`config.mk`:
```
export PLATFORM = sky130hd
export DESIGN_NAME = mod_param_fetch_n
export DESIGN_NICKNAME = d
export VERILOG_FILES = /design/src/rtl/mod_param_fetch_pkg.sv /design/src/rtl/mod_param_fetch_n_pipe.sv /design/src/rtl/mod_param_fetch_n.sv
export SDC_FILE = /design/constraint.sdc
export NUM_CORES = 1
export LEC_CHECK = 0
export ABC_AREA = 1
export BUFFER_PORTS_ARGS = -buffer_cell sky130_fd_sc_hd__buf_2
export CAP_MARGIN = 20
export CORE_MARGIN = 2
export CORE_UTILIZATION = 61
export CTS_CLUSTER_SIZE = 28
export DETAILED_ROUTE_END_ITERATION = 6
export GPL_TIMING_DRIVEN = 0
export PLACE_DENSITY = 0.89
export RECOVER_POWER = 50
export SLEW_MARGIN = 10
export SYNTH_ARGS = -nofsm -noshare
export SYNTH_HDL_FRONTEND = slang
export SYNTH_HIERARCHICAL = 1
export SYNTH_SLANG_ARGS = --single-unit
```
`constraint.sdc`:
```
create_clock -name clk -period 5.05 [get_ports clk]
set_input_delay 0.505 -clock clk [delete_from_list [all_inputs] [get_ports clk]]
set_output_delay 0.505 -clock clk [all_outputs]
set_load 0.05 [all_outputs]
```
`src/rtl/mod_param_fetch_pkg.sv`:
```
// Shared types and default sizes for the parameter-fetch block and its datapath.
package mod_param_fetch_pkg;

  localparam int DEF_DW       = 16;
  localparam int DEF_AW       = 16;
  localparam int DEF_IN_DEPTH = 65536;

  typedef enum logic [1:0] {
    IDLE  = 2'd0,
    ISSUE = 2'd1,
    DRAIN = 2'd2,
    DONE  = 2'd3
  } fetch_state_e;

endpackage

```
`src/rtl/mod_param_fetch_n_pipe.sv`:
```
// Three-stage stall-able fetch datapath: S0 element address, S1 weight/index data,
// S2 input/weight pair. Optional bounds check enabled by PARAM_FETCH_BOUNDS_EN.
module mod_fetch_pipe
  import mod_param_fetch_pkg::*;
#(
  parameter int DW       = DEF_DW,
  parameter int AW       = DEF_AW,
  parameter int IN_DEPTH = DEF_IN_DEPTH
) (
  input  logic          clk_i,
  input  logic          rst_ni,
  input  logic          stall_i,
  input  logic          issue_vld_i,
  input  logic          issue_last_i,
  input  logic [AW-1:0] issue_idx_i,
  input  logic [AW-1:0] offset_i,
  input  logic [AW-1:0] index_offset_i,
  input  logic [AW-1:0] weight_offset_i,
  output logic [AW-1:0] weight_addr_o,
  output logic [AW-1:0] index_addr_o,
  input  logic [DW-1:0] weight_val_i,
  input  logic [DW-1:0] index_val_i,
  output logic [AW-1:0] input_addr_o,
  input  logic [DW-1:0] input_val_i,
  output logic [DW-1:0] out_val_o,
  output logic [DW-1:0] out_weight_o,
  output logic          out_valid_o,
  output logic          out_last_o,
  output logic          s1_last_o,
  output logic          oob_o
);

`ifdef PARAM_FETCH_BOUNDS_EN
  localparam bit BOUNDS_EN = 1'b1;
`else
  localparam bit BOUNDS_EN = 1'b0;
`endif

  localparam logic [AW:0] DEPTH_LIM = (AW+1)'(IN_DEPTH);

  logic          s0_vld_q, s0_last_q;
  logic [AW-1:0] s0_idx_q;
  logic          s1_vld_q, s1_last_q;
  logic [DW-1:0] s1_w_q, s1_ix_q;
  logic          s2_vld_q, s2_last_q;
  logic [DW-1:0] s2_val_q, s2_w_q;

  logic [AW-1:0] ix_aw;
  logic [AW:0]   in_sum;
  logic          oob;
  logic [DW-1:0] in_sel;

  assign weight_addr_o = s0_idx_q + weight_offset_i;
  assign index_addr_o  = s0_idx_q + index_offset_i;

  assign ix_aw        = AW'(s1_ix_q);
  assign input_addr_o = ix_aw + offset_i;

  // Out-of-range test uses one extra bit so a wrapping sum still counts as out of range.
  assign in_sum = {1'b0, ix_aw} + {1'b0, offset_i};
  assign oob    = BOUNDS_EN && s1_vld_q && (in_sum >= DEPTH_LIM);
  assign in_sel = oob ? '0 : input_val_i;
  assign oob_o  = oob;

  assign s1_last_o    = s1_vld_q & s1_last_q;
  assign out_val_o    = s2_val_q;
  assign out_weight_o = s2_w_q;
  assign out_valid_o  = s2_vld_q;
  assign out_last_o   = s2_last_q;

  always_ff @(posedge clk_i or negedge rst_ni) begin
    if (!rst_ni) begin
      s0_vld_q  <= 1'b0;
      s0_last_q <= 1'b0;
      s0_idx_q  <= '0;
      s1_vld_q  <= 1'b0;
      s1_last_q <= 1'b0;
      s1_w_q    <= '0;
      s1_ix_q   <= '0;
      s2_vld_q  <= 1'b0;
      s2_last_q <= 1'b0;
      s2_val_q  <= '0;
      s2_w_q    <= '0;
    end else if (!stall_i) begin
      // S0: element address
      s0_vld_q  <= issue_vld_i;
      s0_last_q <= issue_vld_i & issue_last_i;
      s0_idx_q  <= issue_idx_i;
      // S1: weight and index read data
      s1_vld_q  <= s0_vld_q;
      s1_last_q <= s0_last_q;
      s1_w_q    <= weight_val_i;
      s1_ix_q   <= index_val_i;
      // S2: output pair
      s2_vld_q  <= s1_vld_q;
      s2_last_q <= s1_last_q;
      s2_val_q  <= in_sel;
      s2_w_q    <= s1_w_q;
    end
  end

endmodule

```
`src/rtl/mod_param_fetch_n.sv`:
```
// Parameter-fetch controller: FSM and element counter driving the fetch datapath.
// Optional bounds checking enabled by defining PARAM_FETCH_BOUNDS_EN.
module mod_param_fetch_n
  import mod_param_fetch_pkg::*;
#(
  parameter int DW       = DEF_DW,
  parameter int AW       = DEF_AW,
  parameter int IN_DEPTH = DEF_IN_DEPTH
) (
  input  logic          clk,
  input  logic          rst,
  input  logic          start,
  input  logic [AW-1:0] num_adds,
  input  logic [AW-1:0] offset,
  input  logic [AW-1:0] index_offset,
  input  logic [AW-1:0] weight_offset,
  input  logic          stall,
  output logic [AW-1:0] weight_addr,
  output logic [AW-1:0] index_addr,
  input  logic [DW-1:0] weight_val,
  input  logic [DW-1:0] index_val,
  output logic [AW-1:0] input_addr,
  input  logic [DW-1:0] input_val,
  output logic [DW-1:0] out_val,
  output logic [DW-1:0] out_weight,
  output logic          out_valid,
  output logic          out_last,
  output logic          busy,
  output logic          done,
  output logic          err
);

  localparam logic [AW-1:0] ONE = AW'(1);

  fetch_state_e  state_q, state_d;
  logic [AW-1:0] i_q, i_d;
  logic [AW-1:0] n_q, n_d;
  logic [AW-1:0] off_q, off_d;
  logic [AW-1:0] ioff_q, ioff_d;
  logic [AW-1:0] woff_q, woff_d;
  logic          err_q, err_d;

  logic          iss_vld, iss_last;
  logic [AW-1:0] iss_idx;
  logic          s1_last, oob;

  // The accepting start edge issues element 0, so the counter leaves IDLE at 1.
  always_comb begin
    state_d  = state_q;
    i_d      = i_q;
    n_d      = n_q;
    off_d    = off_q;
    ioff_d   = ioff_q;
    woff_d   = woff_q;
    err_d    = err_q | oob;
    iss_vld  = 1'b0;
    iss_last = 1'b0;
    iss_idx  = i_q;
    unique case (state_q)
      IDLE: begin
        if (start) begin
          n_d    = num_adds;
          off_d  = offset;
          ioff_d = index_offset;
          woff_d = weight_offset;
          i_d    = '0;
          err_d  = 1'b0;
          if (num_adds == '0) begin
            state_d = DONE;
          end else begin
            iss_vld  = 1'b1;
            iss_idx  = '0;
            iss_last = (num_adds == ONE);
            i_d      = ONE;
            state_d  = (num_adds == ONE) ? DRAIN : ISSUE;
          end
        end
      end
      ISSUE: begin
        iss_vld  = 1'b1;
        iss_last = (i_q == n_q - ONE);
        i_d      = i_q + ONE;
        if (iss_last) state_d = DRAIN;
      end
      DRAIN: begin
        if (s1_last) state_d = DONE;
      end
      DONE: begin
        state_d = IDLE;
      end
      default: begin
        state_d = IDLE;
      end
    endcase
  end

  always_ff @(posedge clk or negedge rst) begin
    if (!rst) begin
      state_q <= IDLE;
      i_q     <= '0;
      n_q     <= '0;
      off_q   <= '0;
      ioff_q  <= '0;
      woff_q  <= '0;
      err_q   <= 1'b0;
    end else if (!stall) begin
      state_q <= state_d;
      i_q     <= i_d;
      n_q     <= n_d;
      off_q   <= off_d;
      ioff_q  <= ioff_d;
      woff_q  <= woff_d;
      err_q   <= err_d;
    end
  end

  assign busy = (state_q != IDLE);
  assign done = (state_q == DONE);
  assign err  = err_q;

  mod_fetch_pipe #(
    .DW       (DW),
    .AW       (AW),
    .IN_DEPTH (IN_DEPTH)
  ) u_pipe (
    .clk_i           (clk),
    .rst_ni          (rst),
    .stall_i         (stall),
    .issue_vld_i     (iss_vld),
    .issue_last_i    (iss_last),
    .issue_idx_i     (iss_idx),
    .offset_i        (off_q),
    .index_offset_i  (ioff_q),
    .weight_offset_i (woff_q),
    .weight_addr_o   (weight_addr),
    .index_addr_o    (index_addr),
    .weight_val_i    (weight_val),
    .index_val_i     (index_val),
    .input_addr_o    (input_addr),
    .input_val_i     (input_val),
    .out_val_o       (out_val),
    .out_weight_o    (out_weight),
    .out_valid_o     (out_valid),
    .out_last_o      (out_last),
    .s1_last_o       (s1_last),
    .oob_o           (oob)
  );

endmodule

```
==> flow_summary_export.csv, run 1 <==
group,metric,value,unit
place,hpwlAfterDp,20200,µm
final_layout,finalNonFillerCells,1829,
synth,yosys.area_share.simple,30.7,%
run_status,outcome,"finished, violations left",
synth,synth_adder_area_share,6.79,%
clock_tree,postCtsSetupBuffers,0,
floorplanning,initial_core_util,62.3,%
final_layout,area_growth,18.3,%
clock_tree,cts_resized,0,
synth,syn_area_per_cell,7.48,µm²
timing,skew,0.00831,ns
routing,drt-initial-drc-count,655,
setup_path,path_class,"in -> async",
setup_path,crit_buf_inv,1,
final_layout,fillers,1212,
synth,synth_nets,1545,
setup_path,cpPeakStageDelay,2.34,ns
timing,setup_viol,0,
synth,synth-xor-area-share,3.41,%
synth,ys_types,40,
global_routing,grtUsageTotal,30.9,%
routing,antenna_left,0,
routing,first_pass_iters,7,
pwr,leakage,6.93,nW
synth,syn_inst,1375,
place,placed_cells,1796,
synth,syn_area,10300,µm²
place,place.gp.congestion,0.961,
setup_path,cp.required,4.83,ns
clock_tree,numCtsBuffers,17,
routing,viasPerCell,5.28,
floorplanning,ioPinCount,201,
pwr,p_per_area,627,nW/µm²
clock_tree,clockBufferDepth,2,
timing,min_period,3.09,ns
global_routing,grt_pass1_vias,9391,
pwr,peakVddDrop,0.708,mV
timing,hold_violations,0,
clock_tree,cts_tree,"done",
floorplanning,rows,47,
timing,fin_crit_sh,61.2,%
clock_tree,htree_levels,4,
final_layout,multi_input_area,5210,µm²
final_layout,final_nets,1765,
setup_path,cp.arrival,2.88,ns
global_routing,grt_first_pass_wirelength,43800,µm
clock_tree,clockRootBuffer,"clkbuf_16",
place,place_ws,2.42,ns
global_routing,antenna_found_initial,1,
setup_path,slowest_stage,"clkbuf_1",
timing,holdWs,0.261,ns
setup_path,path_cells,"clkbuf_1",
routing,totalWireLength,26900,µm
worst_hold_path,hp-class,"in -> reg",
clock_tree,clock-sinks,169,
floorplanning,dieArea,17900,µm²
synth,synth.area.mux_share,5.47,%
global_routing,grt_max_degree,111,
timing,grt_setup_unrepaired,"false",
floorplanning,chipWidth,134,µm
timing,setup_tns,0,ns
setup_path,critPathLaunchType,"primary input",
final_layout,final_common_cell,"nand2_1",
synth,synth-seq-cells,169,
timing,worst_slack,1.96,ns
setup_path,worstSetupEndpointType,"async pin",
timing,relSlewSlack,-124,%
floorplanning,fp.coreArea,16500,µm²
global_routing,grt-ovfl-total,0,
clock_tree,clk_latency,0.43,ns
synth,synth-compound-area-share,4.28,%
synth,yosys_warnings,6,
setup_path,crit_family,"buffers and inverters",
timing,max_freq,0.324,GHz
floorplanning,die_h,134,µm
setup_path,cp_max_fo,60,
final_layout,seq_area,4230,µm²
run_status,violations,"max-capacitance violations, max-slew violations",
clock_tree,clk_pin_slew,0.07,ns
final_layout,drive_gt1_share,20.2,%
clock_tree,cts_hold_buf,0,
routing,dr_total_vias,9649,
place,io_buffers,200,
final_layout,final_cell_mix,"556 x nand2_1, 208 x buf_2, 176 x inv_1",
routing,drcViolationCount,0,
synth,synth_top_family_by_area,"simple AND/OR/NAND/NOR gates",
timing,final-max-slew-violation-count,60,
synth,yosysSeqAreaShare,41.1,%
timing,worstMarginPinSlew,3.36,ns
routing,wl_per_cell,14.7,µm
run,cap_violations,1,
flip-flops by register name, indices dropped and copies added, names as in the netlist, 16 cells and up:
name and count:
woff_q 16, u_pipe/out_val_o 16, off_q 16, u_pipe/out_weight_o 16
u_pipe/s0_idx_q 16, u_pipe/s1_w_q 16, ioff_q 16, u_pipe/ix_aw 16
i_q 16, n_q 16
tightest hold or removal path: cells and delay by family:
family | cells | cell delay (ns)
buffers and inverters | 1 | 0.08
AND/OR/NAND/NOR | 2 | 0.08
synth_stat cells, drive strengths merged:
library cell | count | share of area (%)
nor3 | 20 | 1.5
a21oi | 31 | 1.7
a211oi | 2 | 0.15
clkbuf | 15 | 0.55
nor2 | 94 | 3.5
o31ai | 2 | 0.15
xnor2 | 10 | 0.85
or2 | 4 | 0.24
o21ai | 43 | 2.1
nand3 | 50 | 2.6
nand3b | 7 | 0.51
nor4 | 7 | 0.43
dfrtp | 169 | 41
conb | 1 | 0.036
inv | 182 | 6.6
xor2 | 30 | 2.6
o22ai | 1 | 0.061
and2 | 3 | 0.23
nand2 | 563 | 21
nand4 | 13 | 0.79
and3 | 1 | 0.061
buf | 19 | 1.0
ha | 51 | 6.2
o21bai | 2 | 0.18
fa | 3 | 0.58
mux2 | 50 | 5.5
nor3b | 2 | 0.15
power breakdown:
part | internal [W] | total [W] | switching (W)
clock | 0.000753 | 0.00133 | 0.000580
combinational | 0.00122 | 0.00426 | 0.00304
sequential | 0.00172 | 0.00203 | 0.000314
worst paths after layout:
path	start	endpoint	slack, ns	cells past startpoint
setup / recovery	rst	u_pipe/s1_w_q[8]$_DFFE_PN0N_	1.96	1
min in group asynchronous	rst	woff_q[7]$_DFFE_PN0P_	1.21	1
max in group clk	u_pipe/s0_idx_q[0]$_DFFE_PN0N_	weight_addr[14]	2.05	10
setup reg to reg	state_q[0]$_DFFE_PN0P_	off_q[14]$_DFFE_PN0P_	2.40	8
hold / removal	index_val[10]	u_pipe/ix_aw[10]$_DFFE_PN0N_	0.26	3
hold reg to reg	u_pipe/s1_w_q[9]$_DFFE_PN0N_	u_pipe/out_weight_o[9]$_DFFE_PN0N_	0.47	2
metal layers:
layer	share of wire [%]	vias to the layer above	GRT usage [%]	wire (µm)
li1	-	4715	-	-
met3	8.5	66	6.80	2280
met2	49	418	53.6	13100
met4	3.0	0	12.2	813
met5	0	-	0	0
met1	40	4450	37.6	10700
cells by family (layout without fill, tap and decap cells):
family / count (synthesis) / count (layout)
buffers and inverters: 216 / 449
flip-flops: 169 / 169
XOR/XNOR: 40 / 40
AO/OA/AOI/OAI: 81 / 81
other: 1 / 2
AND/OR/NAND/NOR: 764 / 764
adder cells (fa/ha/maj): 54 / 54
multiplexers: 50 / 50
per-stage QoR:
stage / power, W / utilization [%] / area, µm²
after global placement: 0.00614 / 70.0 / 11600
after detailed placement: 0.00625 / 70.2 / 11600
after global routing: 0.00809 / 73.6 / 12200
after floorplan: 0.00528 / - / 10300
final: 0.00763 / 73.6 / 12200
after CTS: 0.00762 / 73.8 / 12200
final cells by class:
| type | count | area share (%) |
|---|---|---|
| Clock inverter | 14 | 1.30 |
| Multi-Input combinational cell | 990 | 42.8 |
| Tap cell | 220 | 2.26 |
| Sequential cell | 169 | 34.8 |
| Buffer | 34 | 1.18 |
| Clock buffer | 18 | 3.61 |
| Antenna cell | 1 | 0.0206 |
| Timing Repair Buffer | 201 | 8.43 |
| Inverter | 182 | 5.61 |
No activity file was read; power rests on OpenSTA's default activity.
==> run 2, diff against run 1 <==
--- a/config.mk
+++ b/config.mk
@@ -9,11 +9,11 @@
 export BUFFER_PORTS_ARGS = -buffer_cell sky130_fd_sc_hd__buf_2
 export CAP_MARGIN = 20
 export CORE_MARGIN = 2
-export CORE_UTILIZATION = 61
+export CORE_UTILIZATION = 51
 export CTS_CLUSTER_SIZE = 28
 export DETAILED_ROUTE_END_ITERATION = 6
 export GPL_TIMING_DRIVEN = 0
-export PLACE_DENSITY = 0.89
+export PLACE_DENSITY = 0.8
 export RECOVER_POWER = 50
 export SLEW_MARGIN = 10
 export SYNTH_ARGS = -nofsm -noshare
==> constraint.sdc (replaced) <==
create_clock -name clk -period 2.8 [get_ports clk]
set_input_delay 0.28 -clock clk [delete_from_list [all_inputs] [get_ports clk]]
set_output_delay 0.28 -clock clk [all_outputs]
set_load 0.05 [all_outputs]
==> run 2 against run 1 <==
The run now ends clean. Clock skew barely moved. Cell count rose by 2.6%. First-iteration DRC count fell by 29%. Count of clock-buffer cells in the layout did not move. Worst hold slack got worse by 0.24 ns. Combinational power rose by 79%. Flip-flop and latch count did not move. Critical path depth rose by 8. Cell area rose by 0.39%. Die area rose by 19%. Highest routed layer is now met5.
==> flow_summary_export.csv, run 2 (synthesis results as in run 1) <==
group,metric,value,unit
run_status,outcome,"finished, final reports clean",
clock_tree,clk_latency,0.44,ns
setup_path,path_cells,"ha_1 -> fa_1 -> nand2_1 -> nand2_1 -> and2_4 -> nand2_1 -> nand2_1 -> xor2_1 -> buf_2",
setup_path,cpPeakStageDelay,0.46,ns
global_routing,grtUsageTotal,24.9,%
timing,fin_crit_sh,95.0,%
routing,wl_per_cell,14.0,µm
global_routing,grt_pass1_vias,8974,
setup_path,cp-startpoint,"u_pipe/s0_idx_q[0]$_DFFE_PN0N_",
final_layout,drive_gt1_share,18.2,%
worst_hold_path,hold_start,"input_val[12]",
place,place.gp.congestion,0.911,
final_layout,final_common_cell,"nand2_1",
setup_path,r2r_slack,0.21,ns
clock_tree,clock-sinks,169,
floorplanning,dieArea,21300,µm²
pwr,p_per_area,1120,nW/µm²
routing,drt-initial-drc-count,465,
routing,totalWireLength,26300,µm
global_routing,grt_max_degree,89,
floorplanning,rows,51,
clock_tree,postCtsSetupBuffers,0,
setup_path,cp.required,2.52,ns
setup_path,r2r_start,"state_q[0]$_DFFE_PN0P_",
clock_tree,cts_tree,"done",
floorplanning,fp.coreArea,19700,µm²
setup_path,critPathLaunchType,"flip-flop",
pwr,leakage,6.84,nW
timing,setup_viol,0,
final_layout,finalNonFillerCells,1876,
clock_tree,htree_levels,4,
timing,hold_violations,0,
setup_path,crit_top_cell,"nand2_1",
global_routing,grt-ovfl-total,0,
place,place_ws,0.196,ns
clock_tree,clockRootBuffer,"clkbuf_16",
final_layout,final_cell_mix,"556 x nand2_1, 176 x inv_1, 170 x buf_2",
place,hpwlAfterDp,20400,µm
final_layout,fillers,1799,
timing,grt_setup_unrepaired,"false",
setup_path,r2r_end,"off_q[12]$_DFFE_PN0P_",
final_layout,seq_area,4230,µm²
timing,final-max-slew-violation-count,0,
global_routing,antenna_found_initial,3,
global_routing,grt_first_pass_wirelength,42900,µm
run,cap_violations,0,
final_layout,area_growth,18.7,%
pwr,peakVddDrop,0.554,mV
floorplanning,ioPinCount,201,
floorplanning,die_h,146,µm
timing,max_freq,0.376,GHz
clock_tree,numCtsBuffers,17,
worst_hold_path,hp-class,"in -> reg",
routing,antenna_left,0,
routing,drcViolationCount,0,
worst_hold_path,worst_hold_path.endpoint,"u_pipe/out_val_o[12]$_DFFE_PN0N_",
timing,worst_slack,0.140,ns
setup_path,worstSetupEndpointType,"output port",
timing,relSlewSlack,21.5,%
final_layout,final_nets,1766,
clock_tree,clockBufferDepth,2,
setup_path,slowest_stage,"dfrtp_2",
worst_hold_path,worstHoldPathCells,3,
timing,min_period,2.66,ns
clock_tree,clk_pin_slew,0.07,ns
timing,worstMarginPinSlew,1.18,ns
routing,dr_total_vias,9410,
place,placed_cells,1841,
setup_path,path_class,"reg -> out",
final_layout,multi_input_area,5210,µm²
setup_path,cp.arrival,2.38,ns
routing,first_pass_iters,5,
timing,skew,0.00833,ns
routing,viasPerCell,5.02,
floorplanning,chipWidth,146,µm
setup_path,cp_max_fo,3,
setup_path,reg2reg_depth,8,
floorplanning,initial_core_util,52.3,%
place,io_buffers,200,
-- run 2: changes by cell type in the layout (fill, tap and decap cells not counted), moves of 2 or more --
cell | before | now
inv_6 | 7 | 1
clkbuf_1 | 25 | 58
inv_8 | 0 | 6
clkbuf_4 | 0 | 5
buf_2 | 208 | 170
clkinvlp_4 | 3 | 1
-- run 2: routing by layer --
metal / share of wire (%) / global-route usage [%] / routed length (µm)
met5: 0.049 / 0 / 13
met1: 44 / 31.8 / 11600
met2: 46 / 41.1 / 12100
met4: 2.7 / 9.37 / 701
met3: 7.4 / 6.00 / 1940
-- run 2: metrics by stage --
step                hold WS (ns)  total power, W  setup TNS, ns  area, µm²  utilization [%]
floorplan                -0.0156         0.00952              0      10300                -
global placement           0.452          0.0111        -197.37      11600             59.1
detailed placement         0.313          0.0113              0      11700             59.3
CTS                       0.0125          0.0138              0      12300             62.5
global route              0.0222          0.0146              0      12200             62.1
finish                    0.0247          0.0137              0      12200             62.2
-- run 2: power by group --
group	internal [W]	switching (W)
combinational	0.00220	0.00543
sequential	0.00310	0.000555
clock	0.00136	0.00109
total	0.00666	0.00708
-- run 2: timing repair --
| item | CTS | global route |
|---|---|---|
| setup endpoints to repair | 0 | 8 |
| gates resized for setup | 0 | 7 |
| hold buffers | 1 | 0 |
| hold endpoints to repair | 81 | 0 |
-- run 2: worst max path at each step --
stage	end	slack, ns	cells after the start
after floorplan	index_addr[8]	0.43	8
after global placement	off_q[4]$_DFFE_PN0P_	-1.19	1
after detailed placement	off_q[12]$_DFFE_PN0P_	0.20	8
after CTS	weight_addr[14]	0.08	10
after global routing	index_addr[10]	0.006	10
final	weight_addr[8]	0.14	9
-- run 2: area by class of cell --
cell class	instances	share of cell area (%)
diodes	2	0.0410
inverters	182	5.59
repair buffers	202	8.17
clock buffers	18	3.51
flip-flops and latches	169	34.6
clock inverters	14	1.50
multi-input cells	990	42.7
plain buffers	34	1.18
well taps	265	2.71
-- run 2: critical path, delay by kind of cell (launching register included) --
| kind | cells | cell delay [ns] |
|---|---|---|
| flip-flops | 1 | 0.46 |
| XOR/XNOR | 1 | 0.13 |
| buffers and inverters | 1 | 0.28 |
| adder cells (fa/ha/maj) | 2 | 0.63 |
| AND/OR/NAND/NOR | 5 | 0.44 |
==> run 3, diff against run 2 <==
--- a/config.mk
+++ b/config.mk
@@ -13,7 +13,7 @@
 export CTS_CLUSTER_SIZE = 28
 export DETAILED_ROUTE_END_ITERATION = 6
 export GPL_TIMING_DRIVEN = 0
-export PLACE_DENSITY = 0.8
+export PLACE_DENSITY = 0.82
 export RECOVER_POWER = 50
 export SLEW_MARGIN = 10
 export SYNTH_ARGS = -nofsm -noshare
==> run 3 against run 2 <==
The flow now finishes with violations (max-capacitance violations, max-slew violations). Sequential power barely moved. Fmax barely moved. Worst hold slack improved by 0.0084 ns. Combinational power rose by 0.9%. Critical path type unchanged.
==> flow_summary_export.csv, run 3 (synthesis results as in run 1) <==
group,metric,value,unit
floorplanning,rows,51,
setup_path,worstSetupEndpointType,"output port",
timing,grt_setup_unrepaired,"false",
clock_tree,htree_levels,4,
timing,relSlewSlack,-43.5,%
timing,worstMarginPinSlew,2.15,ns
floorplanning,die_h,146,µm
floorplanning,initial_core_util,52.3,%
timing,setup_viol,0,
global_routing,grt_use_met1,31.9,%
setup_path,critPathLaunchType,"flip-flop",
setup_path,cp.arrival,2.38,ns
routing,viasPerCell,5.05,
place,io_buffers,200,
routing,drcViolationCount,0,
routing,totalWireLength,26700,µm
final_layout,final_common_cell,"nand2_1",
clock_tree,clk_pin_slew,0.08,ns
global_routing,use_met3,6.41,%
global_routing,grt-ovfl-total,0,
floorplanning,dieArea,21300,µm²
global_routing,grt_max_degree,86,
floorplanning,fp.coreArea,19700,µm²
run,cap_violations,1,
final_layout,fillers,1776,
clock_tree,numCtsBuffers,17,
worst_hold_path,worstHoldPathCells,3,
pwr,peakVddDrop,0.835,mV
routing,antenna_left,0,
routing,drt-initial-drc-count,606,
timing,fin_crit_sh,95.0,%
global_routing,top_usage_layer,"met2",
clock_tree,postCtsSetupBuffers,0,
setup_path,r2r_start,"state_q[0]$_DFFE_PN0P_",
global_routing,grt_first_pass_wirelength,43500,µm
setup_path,r2r_end,"woff_q[0]$_DFFE_PN0P_",
clock_tree,cts_tree,"done",
pwr,leakage,6.84,nW
clock_tree,clk_latency,0.43,ns
routing,first_pass_iters,5,
timing,max_freq,0.376,GHz
routing,wl_per_cell,14.2,µm
final_layout,final_core_util,62.1,%
place,hpwlAfterDp,20600,µm
setup_path,path_class,"reg -> out",
global_routing,use_met2,41.9,%
floorplanning,chipWidth,146,µm
final_layout,area_growth,18.7,%
clock_tree,clockBufferDepth,2,
worst_hold_path,hold_start,"index_val[4]",
worst_hold_path,worst_hold_path.endpoint,"u_pipe/ix_aw[4]$_DFFE_PN0N_",
run_status,outcome,"finished, violations left",
global_routing,grtUsageTotal,25.1,%
clock_tree,clockRootBuffer,"clkbuf_16",
final_layout,final_cell_mix,"556 x nand2_1, 176 x inv_1, 171 x buf_2",
pwr,power,0.0138,W
routing,dr_total_vias,9477,
clock_tree,clock-sinks,169,
global_routing,antenna_found_initial,4,
run_status,violations,"max-capacitance violations, max-slew violations",
timing,hold_violations,0,
setup_path,cp_max_fo,3,
floorplanning,ioPinCount,201,
final_layout,drive_gt1_share,18.1,%
timing,skew,0.0102,ns
setup_path,r2r_slack,0.17,ns
pwr,p_per_area,1130,nW/µm²
setup_path,reg2reg_depth,8,
worst_hold_path,hp-class,"in -> reg",
timing,final-max-slew-violation-count,85,
global_routing,grt_pass1_vias,9072,
timing,min_period,2.66,ns
final_layout,final_nets,1766,
setup_path,cp.required,2.52,ns
place,place.gp.congestion,0.935,
run 3: routing by layer:
metal | up-vias | wire length (µm)
met2 | 341 | 12600
met5 | - | 37
met3 | 44 | 2010
li1 | 4721 | -
met1 | 4365 | 11400
met4 | 6 | 661
run 3: worst max-delay path: stages (launching register included):
cell and delay (ns):
dfrtp_1 0.43, ha_1 0.24, fa_1 0.41, nand2_1 0.08
nand2_1 0.08, and2_4 0.16, nand2_1 0.06, nand2_1 0.07
xor2_1 0.14, buf_2 0.28
run 3: where the power goes:
group	switching, W	leakage [nW]	internal (W)
Combinational	0.00549	4.44	0.00221
Clock	0.00112	0.293	0.00130
Sequential	0.000573	2.10	0.00310
run 3: layout make-up:
| cell class | count | area (µm²) | share of cell area, % |
|---|---|---|---|
| Antenna cell | 1 | 2.50 | 0.0205 |
| Buffer | 34 | 144 | 1.18 |
| Clock buffer | 18 | 439 | 3.60 |
| Clock inverter | 14 | 169 | 1.38 |
| Inverter | 182 | 683 | 5.60 |
| Multi-Input combinational cell | 990 | 5210 | 42.7 |
| Sequential cell | 169 | 4230 | 34.6 |
| Tap cell | 265 | 332 | 2.72 |
| Timing Repair Buffer | 202 | 998 | 8.18 |
run 3: worst max-delay path by stage:
| stage | from | end | cells after the start |
|---|---|---|---|
| 2_1_floorplan | u_pipe/s0_idx_q[0]$_DFFE_PN0N_ | index_addr[8] | 8 |
| 3_3_place_gp | rst | off_q[3]$_DFFE_PN0P_ | 1 |
| 3_5_place_dp | state_q[0]$_DFFE_PN0P_ | woff_q[0]$_DFFE_PN0P_ | 8 |
| 4_1_cts | u_pipe/s0_idx_q[0]$_DFFE_PN0N_ | index_addr[8] | 9 |
| 5_1_grt | off_q[0]$_DFFE_PN0P_ | input_addr[14] | 10 |
| 6_report | u_pipe/s0_idx_q[0]$_DFFE_PN0N_ | index_addr[8] | 9 |
run 3: repair_timing:
| action | CTS | global route |
|---|---|---|
| endpoints found under the setup margin | 0 | 3 |
| resized for setup | 0 | 5 |
| hold buffers | 1 | 0 |
| endpoints found under the hold margin | 84 | 0 |
run 3: per-stage QoR:
step	hold slack, ns	worst slack, ns	setup TNS [ns]	instances	instance area (µm²)
finish	0.0332	0.141	0	1875	12200
CTS	0.0195	0.122	0	1874	12300
global route	0.0293	0.0197	0	1874	12200
global placement	0.448	-1.17	-195.12	1840	11600
detailed placement	0.326	0.207	0	1841	11700
floorplan	-0.0156	0.431	0	1375	10300
